`src/rtl/uart_rx_param_if.sv`:
```
// Read-side handshake between the UART receiver FIFO and its consumer.
// The receiver drives the head word; the consumer drives rx_ready.
interface uart_rx_param_if #(
    parameter int DATA_BITS = 8
);
    logic                 rx_valid;
    logic                 rx_ready;
    logic [DATA_BITS-1:0] rx_data;
    logic                 rx_perr;
    logic                 rx_ferr;

    modport master (
        output rx_valid,
        output rx_data,
        output rx_perr,
        output rx_ferr,
        input  rx_ready
    );

    modport slave (
        input  rx_valid,
        input  rx_data,
        input  rx_perr,
        input  rx_ferr,
        output rx_ready
    );
endinterface

```
`src/rtl/uart_rx_param.sv`:
```
// Parametrised UART receiver: majority-vote bit sampling, optional parity,
// 1 or 2 stop bits, and a receive FIFO with per-word error flags.
module uart_rx_param #(
    parameter int CLK_FREQ   = 200_000_000,
    parameter int UART_BPS   = 2_000_000,
    parameter int DATA_BITS  = 8,
    parameter int PARITY     = 0,
    parameter int STOP_BITS  = 1,
    parameter int FIFO_DEPTH = 16
) (
    input  logic                        clk200M,
    input  logic                        rstn,
    input  logic                        rxd,
    input  logic                        ovf_clr,
    uart_rx_param_if.master             rd,
    output logic [$clog2(FIFO_DEPTH):0] rx_count,
    output logic                        rx_ovf,
    output logic                        rx_busy
);

    localparam int BPS_CNT = CLK_FREQ / UART_BPS;
    localparam int MID     = BPS_CNT / 2;
    localparam int CNT_W   = $clog2(BPS_CNT);
    localparam int BIT_W   = $clog2(DATA_BITS);
    localparam int PTR_W   = $clog2(FIFO_DEPTH);
    localparam int OCC_W   = PTR_W + 1;
    localparam int WORD_W  = DATA_BITS + 2;

    typedef enum logic [2:0] {
        ST_IDLE,
        ST_START,
        ST_DATA,
        ST_PARITY,
        ST_STOP,
        ST_WAIT_HIGH
    } state_t;

    state_t state, next_state;

    logic                 rxd_meta, rxs, rxs_prev;
    logic [CNT_W-1:0]     bcnt;
    logic                 s0, s1;
    logic [BIT_W-1:0]     bit_idx;
    logic                 stop_idx;
    logic [DATA_BITS-1:0] shreg;
    logic                 perr, ferr;
    logic                 push_pending;
    logic [WORD_W-1:0]    push_word;

    logic                 at_s0, at_s1, at_vote, vote;
    logic                 last_data, last_stop, push_now, par_err;

    logic [WORD_W-1:0]    mem [FIFO_DEPTH];
    logic [PTR_W-1:0]     wr_ptr, rd_ptr;
    logic [OCC_W-1:0]     count;
    logic                 full, pop, push_ok, ovf_set;
    logic [WORD_W-1:0]    head;

    assign at_s0     = (bcnt == CNT_W'(MID - 1));
    assign at_s1     = (bcnt == CNT_W'(MID));
    assign at_vote   = (bcnt == CNT_W'(MID + 1));
    assign vote      = (s0 & s1) | (s0 & rxs) | (s1 & rxs);
    assign last_data = (bit_idx == BIT_W'(DATA_BITS - 1));
    assign last_stop = (STOP_BITS == 1) ? 1'b1 : stop_idx;
    assign push_now  = (state == ST_STOP) && at_vote && last_stop;
    // Odd mode flags an error when data plus parity bit has even weight.
    assign par_err   = (PARITY == 1) ? ~(^shreg ^ vote) : (^shreg ^ vote);

    always_ff @(posedge clk200M or negedge rstn) begin
        if (!rstn) begin
            state <= ST_IDLE;
        end else begin
            state <= next_state;
        end
    end

    always_comb begin
        next_state = state;
        case (state)
            ST_IDLE: begin
                if (rxs_prev && !rxs) begin
                    next_state = ST_START;
                end
            end
            ST_START: begin
                if (at_vote) begin
                    next_state = vote ? ST_IDLE : ST_DATA;
                end
            end
            ST_DATA: begin
                if (at_vote && last_data) begin
                    next_state = (PARITY != 0) ? ST_PARITY : ST_STOP;
                end
            end
            ST_PARITY: begin
                if (at_vote) begin
                    next_state = ST_STOP;
                end
            end
            ST_STOP: begin
                if (at_vote && last_stop) begin
                    next_state = vote ? ST_IDLE : ST_WAIT_HIGH;
                end
            end
            ST_WAIT_HIGH: begin
                if (rxs) begin
                    next_state = ST_IDLE;
                end
            end
            default: next_state = ST_IDLE;
        endcase
    end

    always_ff @(posedge clk200M or negedge rstn) begin
        if (!rstn) begin
            rxd_meta     <= 1'b1;
            rxs          <= 1'b1;
            rxs_prev     <= 1'b1;
            bcnt         <= '0;
            s0           <= 1'b1;
            s1           <= 1'b1;
            bit_idx      <= '0;
            stop_idx     <= 1'b0;
            shreg        <= '0;
            perr         <= 1'b0;
            ferr         <= 1'b0;
            push_pending <= 1'b0;
            push_word    <= '0;
        end else begin
            rxd_meta     <= rxd;
            rxs          <= rxd_meta;
            rxs_prev     <= rxs;
            push_pending <= push_now;

            // The bit clock restarts on every start edge, so sampling is
            // aligned to the frame that is actually arriving.
            if (state == ST_IDLE) begin
                bcnt     <= '0;
                bit_idx  <= '0;
                stop_idx <= 1'b0;
                perr     <= 1'b0;
                ferr     <= 1'b0;
            end else if (bcnt == CNT_W'(BPS_CNT - 1)) begin
                bcnt <= '0;
            end else begin
                bcnt <= bcnt + CNT_W'(1);
            end

            if (at_s0) begin
                s0 <= rxs;
            end
            if (at_s1) begin
                s1 <= rxs;
            end

            if (at_vote) begin
                case (state)
                    ST_DATA: begin
                        shreg   <= {vote, shreg[DATA_BITS-1:1]};
                        bit_idx <= bit_idx + BIT_W'(1);
                    end
                    ST_PARITY: begin
                        perr <= par_err;
                    end
                    ST_STOP: begin
                        stop_idx <= 1'b1;
                        if (!vote) begin
                            ferr <= 1'b1;
                        end
                    end
                    default: ;
                endcase
            end

            if (push_now) begin
                push_word <= {perr, ferr | ~vote, shreg};
            end
        end
    end

    assign full    = (count == OCC_W'(FIFO_DEPTH));
    assign pop     = rd.rx_valid && rd.rx_ready;
    // A pop in the same cycle frees the slot, so a push into a full FIFO survives.
    assign push_ok = push_pending && (!full || pop);
    assign ovf_set = push_pending && full && !pop;
    assign head    = mem[rd_ptr];

    always_ff @(posedge clk200M) begin
        if (push_ok) begin
            mem[wr_ptr] <= push_word;
        end
    end

    always_ff @(posedge clk200M or negedge rstn) begin
        if (!rstn) begin
            wr_ptr <= '0;
            rd_ptr <= '0;
            count  <= '0;
            rx_ovf <= 1'b0;
        end else begin
            if (push_ok) begin
                wr_ptr <= wr_ptr + PTR_W'(1);
            end
            if (pop) begin
                rd_ptr <= rd_ptr + PTR_W'(1);
            end
            case ({push_ok, pop})
                2'b10:   count <= count + OCC_W'(1);
                2'b01:   count <= count - OCC_W'(1);
                default: count <= count;
            endcase
            rx_ovf <= ovf_set | (rx_ovf & ~ovf_clr);
        end
    end

    assign rd.rx_valid = (count != '0);
    assign rd.rx_data  = rd.rx_valid ? head[DATA_BITS-1:0] : '0;
    assign rd.rx_ferr  = rd.rx_valid ? head[DATA_BITS]     : 1'b0;
    assign rd.rx_perr  = rd.rx_valid ? head[DATA_BITS+1]   : 1'b0;
    assign rx_count    = count;
    assign rx_busy     = (state != ST_IDLE);

endmodule

```
`src/flat_wrapper.sv`:
```
// flat-port wrapper written by rule: the top's interface ports become plain ports
module uart_rx_param_flat 
#(
    parameter int CLK_FREQ   = 200_000_000,
    parameter int UART_BPS   = 2_000_000,
    parameter int DATA_BITS  = 8,
    parameter int PARITY     = 0,
    parameter int STOP_BITS  = 1,
    parameter int FIFO_DEPTH = 16
)
  (clk200M, rstn, rxd, ovf_clr, rx_count, rx_ovf, rx_busy, rd_rx_valid, rd_rx_data, rd_rx_perr, rd_rx_ferr, rd_rx_ready);
  uart_rx_param_if #(.DATA_BITS(DATA_BITS)) rd_i ();
  input  logic clk200M;
  input  logic rstn;
  input  logic rxd;
  input  logic ovf_clr;
  output logic [$clog2(FIFO_DEPTH):0] rx_count;
  output logic rx_ovf;
  output logic rx_busy;
  output wire logic [$bits(rd_i.rx_valid)-1:0] rd_rx_valid;
  output wire logic [$bits(rd_i.rx_data)-1:0] rd_rx_data;
  output wire logic [$bits(rd_i.rx_perr)-1:0] rd_rx_perr;
  output wire logic [$bits(rd_i.rx_ferr)-1:0] rd_rx_ferr;
  input wire logic [$bits(rd_i.rx_ready)-1:0] rd_rx_ready;
  assign rd_rx_valid = rd_i.rx_valid;
  assign rd_rx_data = rd_i.rx_data;
  assign rd_rx_perr = rd_i.rx_perr;
  assign rd_rx_ferr = rd_i.rx_ferr;
  assign rd_i.rx_ready = rd_rx_ready;
  uart_rx_param #(.CLK_FREQ(CLK_FREQ), .UART_BPS(UART_BPS), .DATA_BITS(DATA_BITS), .PARITY(PARITY), .STOP_BITS(STOP_BITS), .FIFO_DEPTH(FIFO_DEPTH)) u_core (.clk200M(clk200M), .rstn(rstn), .rxd(rxd), .ovf_clr(ovf_clr), .rd(rd_i), .rx_count(rx_count), .rx_ovf(rx_ovf), .rx_busy(rx_busy));
endmodule
```
`config.mk`:
```
export PLATFORM = sky130hd
export DESIGN_NAME = uart_rx_param_flat
export DESIGN_NICKNAME = d
export VERILOG_FILES = /design/src/rtl/uart_rx_param_if.sv /design/src/rtl/uart_rx_param.sv /design/src/flat_wrapper.sv
export SDC_FILE = /design/constraint.sdc
export NUM_CORES = 1
export LEC_CHECK = 0
export ABC_CLOCK_PERIOD_IN_PS = 2300
export CORE_AREA = 2 2 109 190
export CTS_BUF_LIST = sky130_fd_sc_hd__clkbuf_8
export DETAILED_ROUTE_END_ITERATION = 7
export DIE_AREA = 0 0 111 192
export GPL_TIMING_DRIVEN = 0
export SLEW_MARGIN = 30
export SYNTH_ARGS = -nofsm -noshare
export SYNTH_HDL_FRONTEND = slang
export SYNTH_SLANG_ARGS = --single-unit
```
`constraint.sdc`:
```
create_clock -name clk200M -period 2.3 [get_ports clk200M]
set_clock_uncertainty 0.1 [all_clocks]
set_input_delay 0.46 -clock clk200M [delete_from_list [all_inputs] [get_ports clk200M]]
set_output_delay 0.46 -clock clk200M [all_outputs]
set_load 0.005 [all_outputs]
```
After elaboration in Yosys (flattened, before gate mapping):

Memories as Yosys holds them, arrays and structs flattened.
Index checks and enable logic that the tools add are counted.

* bits in writable memories: 160
* memories kept: 1
* flip-flop bits (word level): 53
* output and inout port bits: 18
* bits of input ports: 5
* logic and storage cells: 99

Memories
* u_core.mem: words 16, bits a word 10, rd ports 1, clocked after Yosys merged registers in 0, write ports 1, RTL line uart_rx_param.sv:53 `logic [WORD_W-1:0] mem [FIFO_DEPTH];`

* muxes and demuxes: 27
* bitwise logic cells: 11
* reduce and logical (&&, ||, !) cells: 18
* eq/ne operators: 19
* add/subtract/negate cells: 6

Operators by type and width (number)
* 3-bit two-way mux: 10
* 7-bit by 6-bit == test with 1-bit output, second input constant: 3
* 3-bit case mux with 6 select lines: 1
* 7-bit two-way mux: 2
* 2-bit by 1-bit != test with 1-bit output, second input constant: 6
* 1-bit two-way mux: 11
* 5-bit case mux with 2 select lines: 1
* 3-bit == test, second input constant: 3
* 4-bit by 1-bit adder with 4-bit output, second input constant: 2
* 8-bit two-way mux: 1
* 8-bit parity: 1
* 7-bit by 1-bit adder with 7-bit output, second input constant: 1
* 7-bit == test, second input constant: 1
* 1-bit logical AND: 7
* 3-bit by 2-bit == test with 1-bit output, second input constant: 2
* 6-bit AND reduction: 1
* 5-bit by 1-bit adder with 5-bit output, second input constant: 1
* 5-bit == test, second input constant: 1
* 5-bit nonzero test: 1
* 5-bit by 1-bit subtractor with 5-bit output, second input constant: 1
* 1-bit AND: 4
* 1-bit OR: 4
* 3-bit by 1-bit adder with 3-bit output, second input constant: 1
* 3-bit by 1-bit == test with 1-bit output, second input constant: 1
* 11 further kinds: 14

Depth between registers and ports, before layout:

* word-level depth: 6
* mapped depth: 10

Worst setup path before layout:

No wires, ideal clock.

* path kind: register to register
* from: register u_core.count[2], in the netlist u_core.rx_count[2]
* to: memory u_core.mem[3][0] (netlist name), enable pin
* data arrival time: 1908 ps
* cell stages (with the launch flop): 7
* clock period less this slack: 2398 ps
* slack: -98 ps
* setup time: 390 ps
* cell sequence: dfrtp_1 nor4_2 nand3b_1 and2_1 clkbuf_1 nand2_1 nor3_1

* cells in the longest elaborated chain, start to end: 6

RTL lines
* from (decl): RTL line uart_rx_param.sv:55 `logic [OCC_W-1:0] count;`
* from (signal assigned): RTL line uart_rx_param.sv:208 `2'b10: count <= count + OCC_W'(1);`
* from (signal assigned): RTL line uart_rx_param.sv:209 `2'b01: count <= count - OCC_W'(1);`
* from (signal assigned): RTL line uart_rx_param.sv:210 `default: count <= count;`
* 5-bit == test / 5-bit nonzero test (equally long branches): RTL line uart_rx_param.sv:181, uart_rx_param.sv:216
* 1-bit zero test / 1-bit logical AND (equally long branches): RTL line uart_rx_param.sv:184, uart_rx_param.sv:182
* 1-bit logical OR (*): RTL line uart_rx_param.sv:184 `assign push_ok = push_pending && (!full || pop);`
* 1-bit logical AND (*): RTL line uart_rx_param.sv:184
* 1-bit two-way mux (*): RTL line uart_rx_param.sv:189 `if (push_ok) begin`
* 1-bit two-way mux (implied by the code) (*): RTL line uart_rx_param.sv:190 `mem[wr_ptr] <= push_word;`
* to (decl): RTL line uart_rx_param.sv:53

Every way passes the cells marked *; elsewhere a longest branch is shown, timed or not.

Final worst setup path:

* from: register u_core.rd_ptr[0]
* to: output rd_rx_data[1]

* cells in the longest elaborated chain, start to end: 2

RTL lines
* from (decl): RTL line uart_rx_param.sv:54 `logic [PTR_W-1:0] wr_ptr, rd_ptr;`
* from (signal assigned): RTL line uart_rx_param.sv:205 `rd_ptr <= rd_ptr + PTR_W'(1);`
* memory 16 x 10 bit
* 8-bit two-way mux: RTL line uart_rx_param.sv:217 `assign rd.rx_data = rd.rx_valid ? head[DATA_BITS-1:0] : '0;`
* to (decl): RTL line flat_wrapper.sv:21 `output wire logic [$bits(rd_i.rx_data)-1:0] rd_rx_data;`

Every way passes these cells.

==> results.sh <==
export IMPL_status="complete, but fails checks"
export IMPL_violations="negative setup slack"
export IMPL_num_vias=4778
export IMPL_antenna_found_initial=0
export IMPL_worstPathMaxFanout=7
export IMPL_synth_area_per_cell_um2=17.93
export IMPL_p_leak_uw=0.004195
export IMPL_ys_top_cells_by_count="edfxtp_1 (160), mux4_2 (50), dfrtp_1 (48)"
export IMPL_critPathArrivalTime_ns=2.62
export IMPL_insertion_delay_ns=0.54
export IMPL_first_pass_iters=4
export IMPL_pwr_density_cell_nw_per_um2=949.3
export IMPL_place_area_um2=9424
export IMPL_grt_overflow_total=0
export IMPL_die_area_um2=21310
export IMPL_required_ns=1.74
export IMPL_synth_top_area_share_pct=54.70
export IMPL_layout_drive_gt1_share_pct=39.64
export IMPL_hpwl_mm=11.59
export IMPL_ir_drop_uv=611.2
export IMPL_syn_nets=507
export IMPL_synth_area_leader_cell="edfxtp_1"
export IMPL_postRouteAntennaNets=0
export IMPL_worst_slack_ns=-0.8837
export IMPL_finalHoldViolCount=0
export IMPL_syn2layout_area_growth_pct=23.09
export IMPL_grt_total_usage_pct=18.35
export IMPL_grt_max_degree=41
export IMPL_grt_pass1_vias=5185
export IMPL_gp_congestion=0.7715
export IMPL_syn_inst=490
export IMPL_ys_flop_type="edfxtp_1"
export IMPL_yosysSeqAreaShare_pct=69.87
export IMPL_regArea_um2=6143
export IMPL_hp_class="in -> async"
export IMPL_num_antenna_cells=0
export IMPL_start_util_pct=44.69
export IMPL_clock_root_buffer="clkbuf_8"
export IMPL_fin_util_pct=55.01
export IMPL_drv_cap=0
export IMPL_total_power_uw=10260
export IMPL_finalInstanceArea_um2=10810
export IMPL_n_fill_cell=1543
export IMPL_period_share_pct=138.4
export IMPL_max_clock_freq_mhz=314.1
export IMPL_die_h_um=192
export IMPL_async_flop_share_pct=24.88
export IMPL_finalSetupViolations=14
export IMPL_cts_sinks=213
export IMPL_htreeDepth=1
export IMPL_drt_iter0_drc=232
export IMPL_synth_most_common_cell="edfxtp_1"
export IMPL_rows=68
export IMPL_multi_input_area_um2=2749
export IMPL_drcViolationCount=0
export IMPL_start_kind="register"
export IMPL_cts_buffers=30
export IMPL_fp_coreArea_um2=19650
export IMPL_tightest_slew_ns=0.7826
export IMPL_synth_seq_cells=213
export IMPL_synth_area_leaders="edfxtp_1 (55%), dfrtp_1 (14%), mux4_2 (13%), mux2_2 (2.8%), ha_1 (1.7%)"
export IMPL_maxSlewHeadroom_pct=47.83
export IMPL_clkTransAtPathRegs_ns=0.06
export IMPL_io_pins=23
export IMPL_slew_viol_final=0
export IMPL_final_nets=611
export IMPL_synth_area_um2=8783
export IMPL_dieWidth_um=111
export IMPL_yosys_warnings=0
export IMPL_synth_distinct_cells=44
export IMPL_end_kind="output port"
export IMPL_grt_pass1_wl_mm=29.61
export IMPL_clock_path_buffers=3
export IMPL_crit_type="reg -> out"
export IMPL_synth_edf_count=160
export IMPL_routed_via_density=5.537
export IMPL_cts_tree="done"
export IMPL_rsz0062_at_grt="true"
export IMPL_fin_crit_ns=3.184
export IMPL_wl_per_cell_um=22.32
export IMPL_port_buffers=22
export IMPL_wl_mm=19.27
[worst paths after layout]
check / startpoint / end / slack, ns / cells past startpoint
max in group asynchronous: rstn / u_core.s0 / 1.34 / 3
worst max-delay path: u_core.rd_ptr[0] / rd_rx_data[1] / -0.88 / 7
worst max register to register: u_core.rx_count[2] / u_core.rx_count[4] / -0.08 / 10
min in group clk200M: rxd / u_core.rxd_meta / 0.24 / 1
worst min-delay path: rstn / u_core.wr_ptr[0] / 0.23 / 2
worst min register to register: u_core.rxd_meta / u_core.rxs / 0.26 / 0
[state kept, by name, indices dropped and copies added, names as in the netlist, 3 cells and up]
signal,flops
u_core.rx_count,5
u_core.bcnt,7
u_core.rd_ptr,4
u_core.shreg,8
u_core.mem,160
u_core.wr_ptr,4
u_core.bit_idx,3
u_core.state,3
u_core.push_word,10
[where the power goes]
group          internal, µW  switching [µW]
Sequential             4240             207
Combinational          1740            1410
Clock                  1320            1350
[repair_timing]
item                                   in CTS  in global routing
setup endpoints to repair                 176                 23
hold buffers                                1                  0
resized for setup                         108                 40
pin swaps                                  26                 13
setup buffers                              46                  6
gates cloned                                4                  0
endpoints found under the hold margin      48                  0
[cells in the final DEF (no fill, tap or decap), drive strengths merged, types with 3 or more instances in the layout]
cell type / n
a21oi: 6
a31oi: 3
and2: 12
buf: 74
clkbuf: 44
clkdlybuf4s50: 9
clkinv: 10
dfrtp: 48
dfstp: 5
edfxtp: 160
ha: 12
inv: 25
mux2: 22
mux2i: 4
mux4: 50
nand2: 16
nand2b: 4
nand3: 14
nand3b: 3
nor2: 26
nor2b: 3
nor3: 10
o21ai: 14
xnor2: 16
xor2: 6
[stage by stage]
| stage | hold WS, ns | TNS, ns | instances | worst slack [ns] |
|---|---|---|---|---|
| floorplan | 0.06441 | -0.1041 | 490 | -0.01580 |
| global placement | 0.2472 | -187.59 | 757 | -0.9798 |
| detailed placement | 0.2331 | -114.07 | 759 | -0.8364 |
| CTS | 0.1860 | -9.062 | 863 | -0.9391 |
| global route | 0.2114 | -9.794 | 863 | -0.9452 |
| finish | 0.2321 | -8.660 | 863 | -0.8837 |
[logic make-up after synthesis]
logic type                 share of synthesized area, %
muxes                                             16.10
xor gates and xnor gates                          2.194
and+or+nand+nor                                   5.442
DFF                                               69.87
buffers and inverters                             1.994
adders and majority gates                         1.823
AOI/OAI and AO/OA                                 2.579
[per-layer routing]
layer	track usage, %	vias to the layer above	wire length, µm
met5	0	-	0
met4	6.971	0	667
met3	2.398	46	674
met2	36.13	124	11150
met1	19.78	2491	6776
li1	-	2117	-
[worst max-delay path: stages, from the launching register on]
cell	delay [ns]
dfrtp_1	0.39
buf_12	0.16
buf_12	0.14
buf_6	0.11
mux4_2	0.54
mux4_2	0.49
and2_4	0.14
buf_2	0.12
[layout make-up]
type | instances | area share, %
plain buffers | 19 | 1.863
multi-input cells | 240 | 25.43
repair buffers | 77 | 7.511
clock buffers | 33 | 4.201
inverters | 13 | 0.4745
well taps | 245 | 2.835
flip-flops and latches | 213 | 56.82
clock inverters | 23 | 0.8680
No activity file was read; power rests on OpenSTA's default activity.
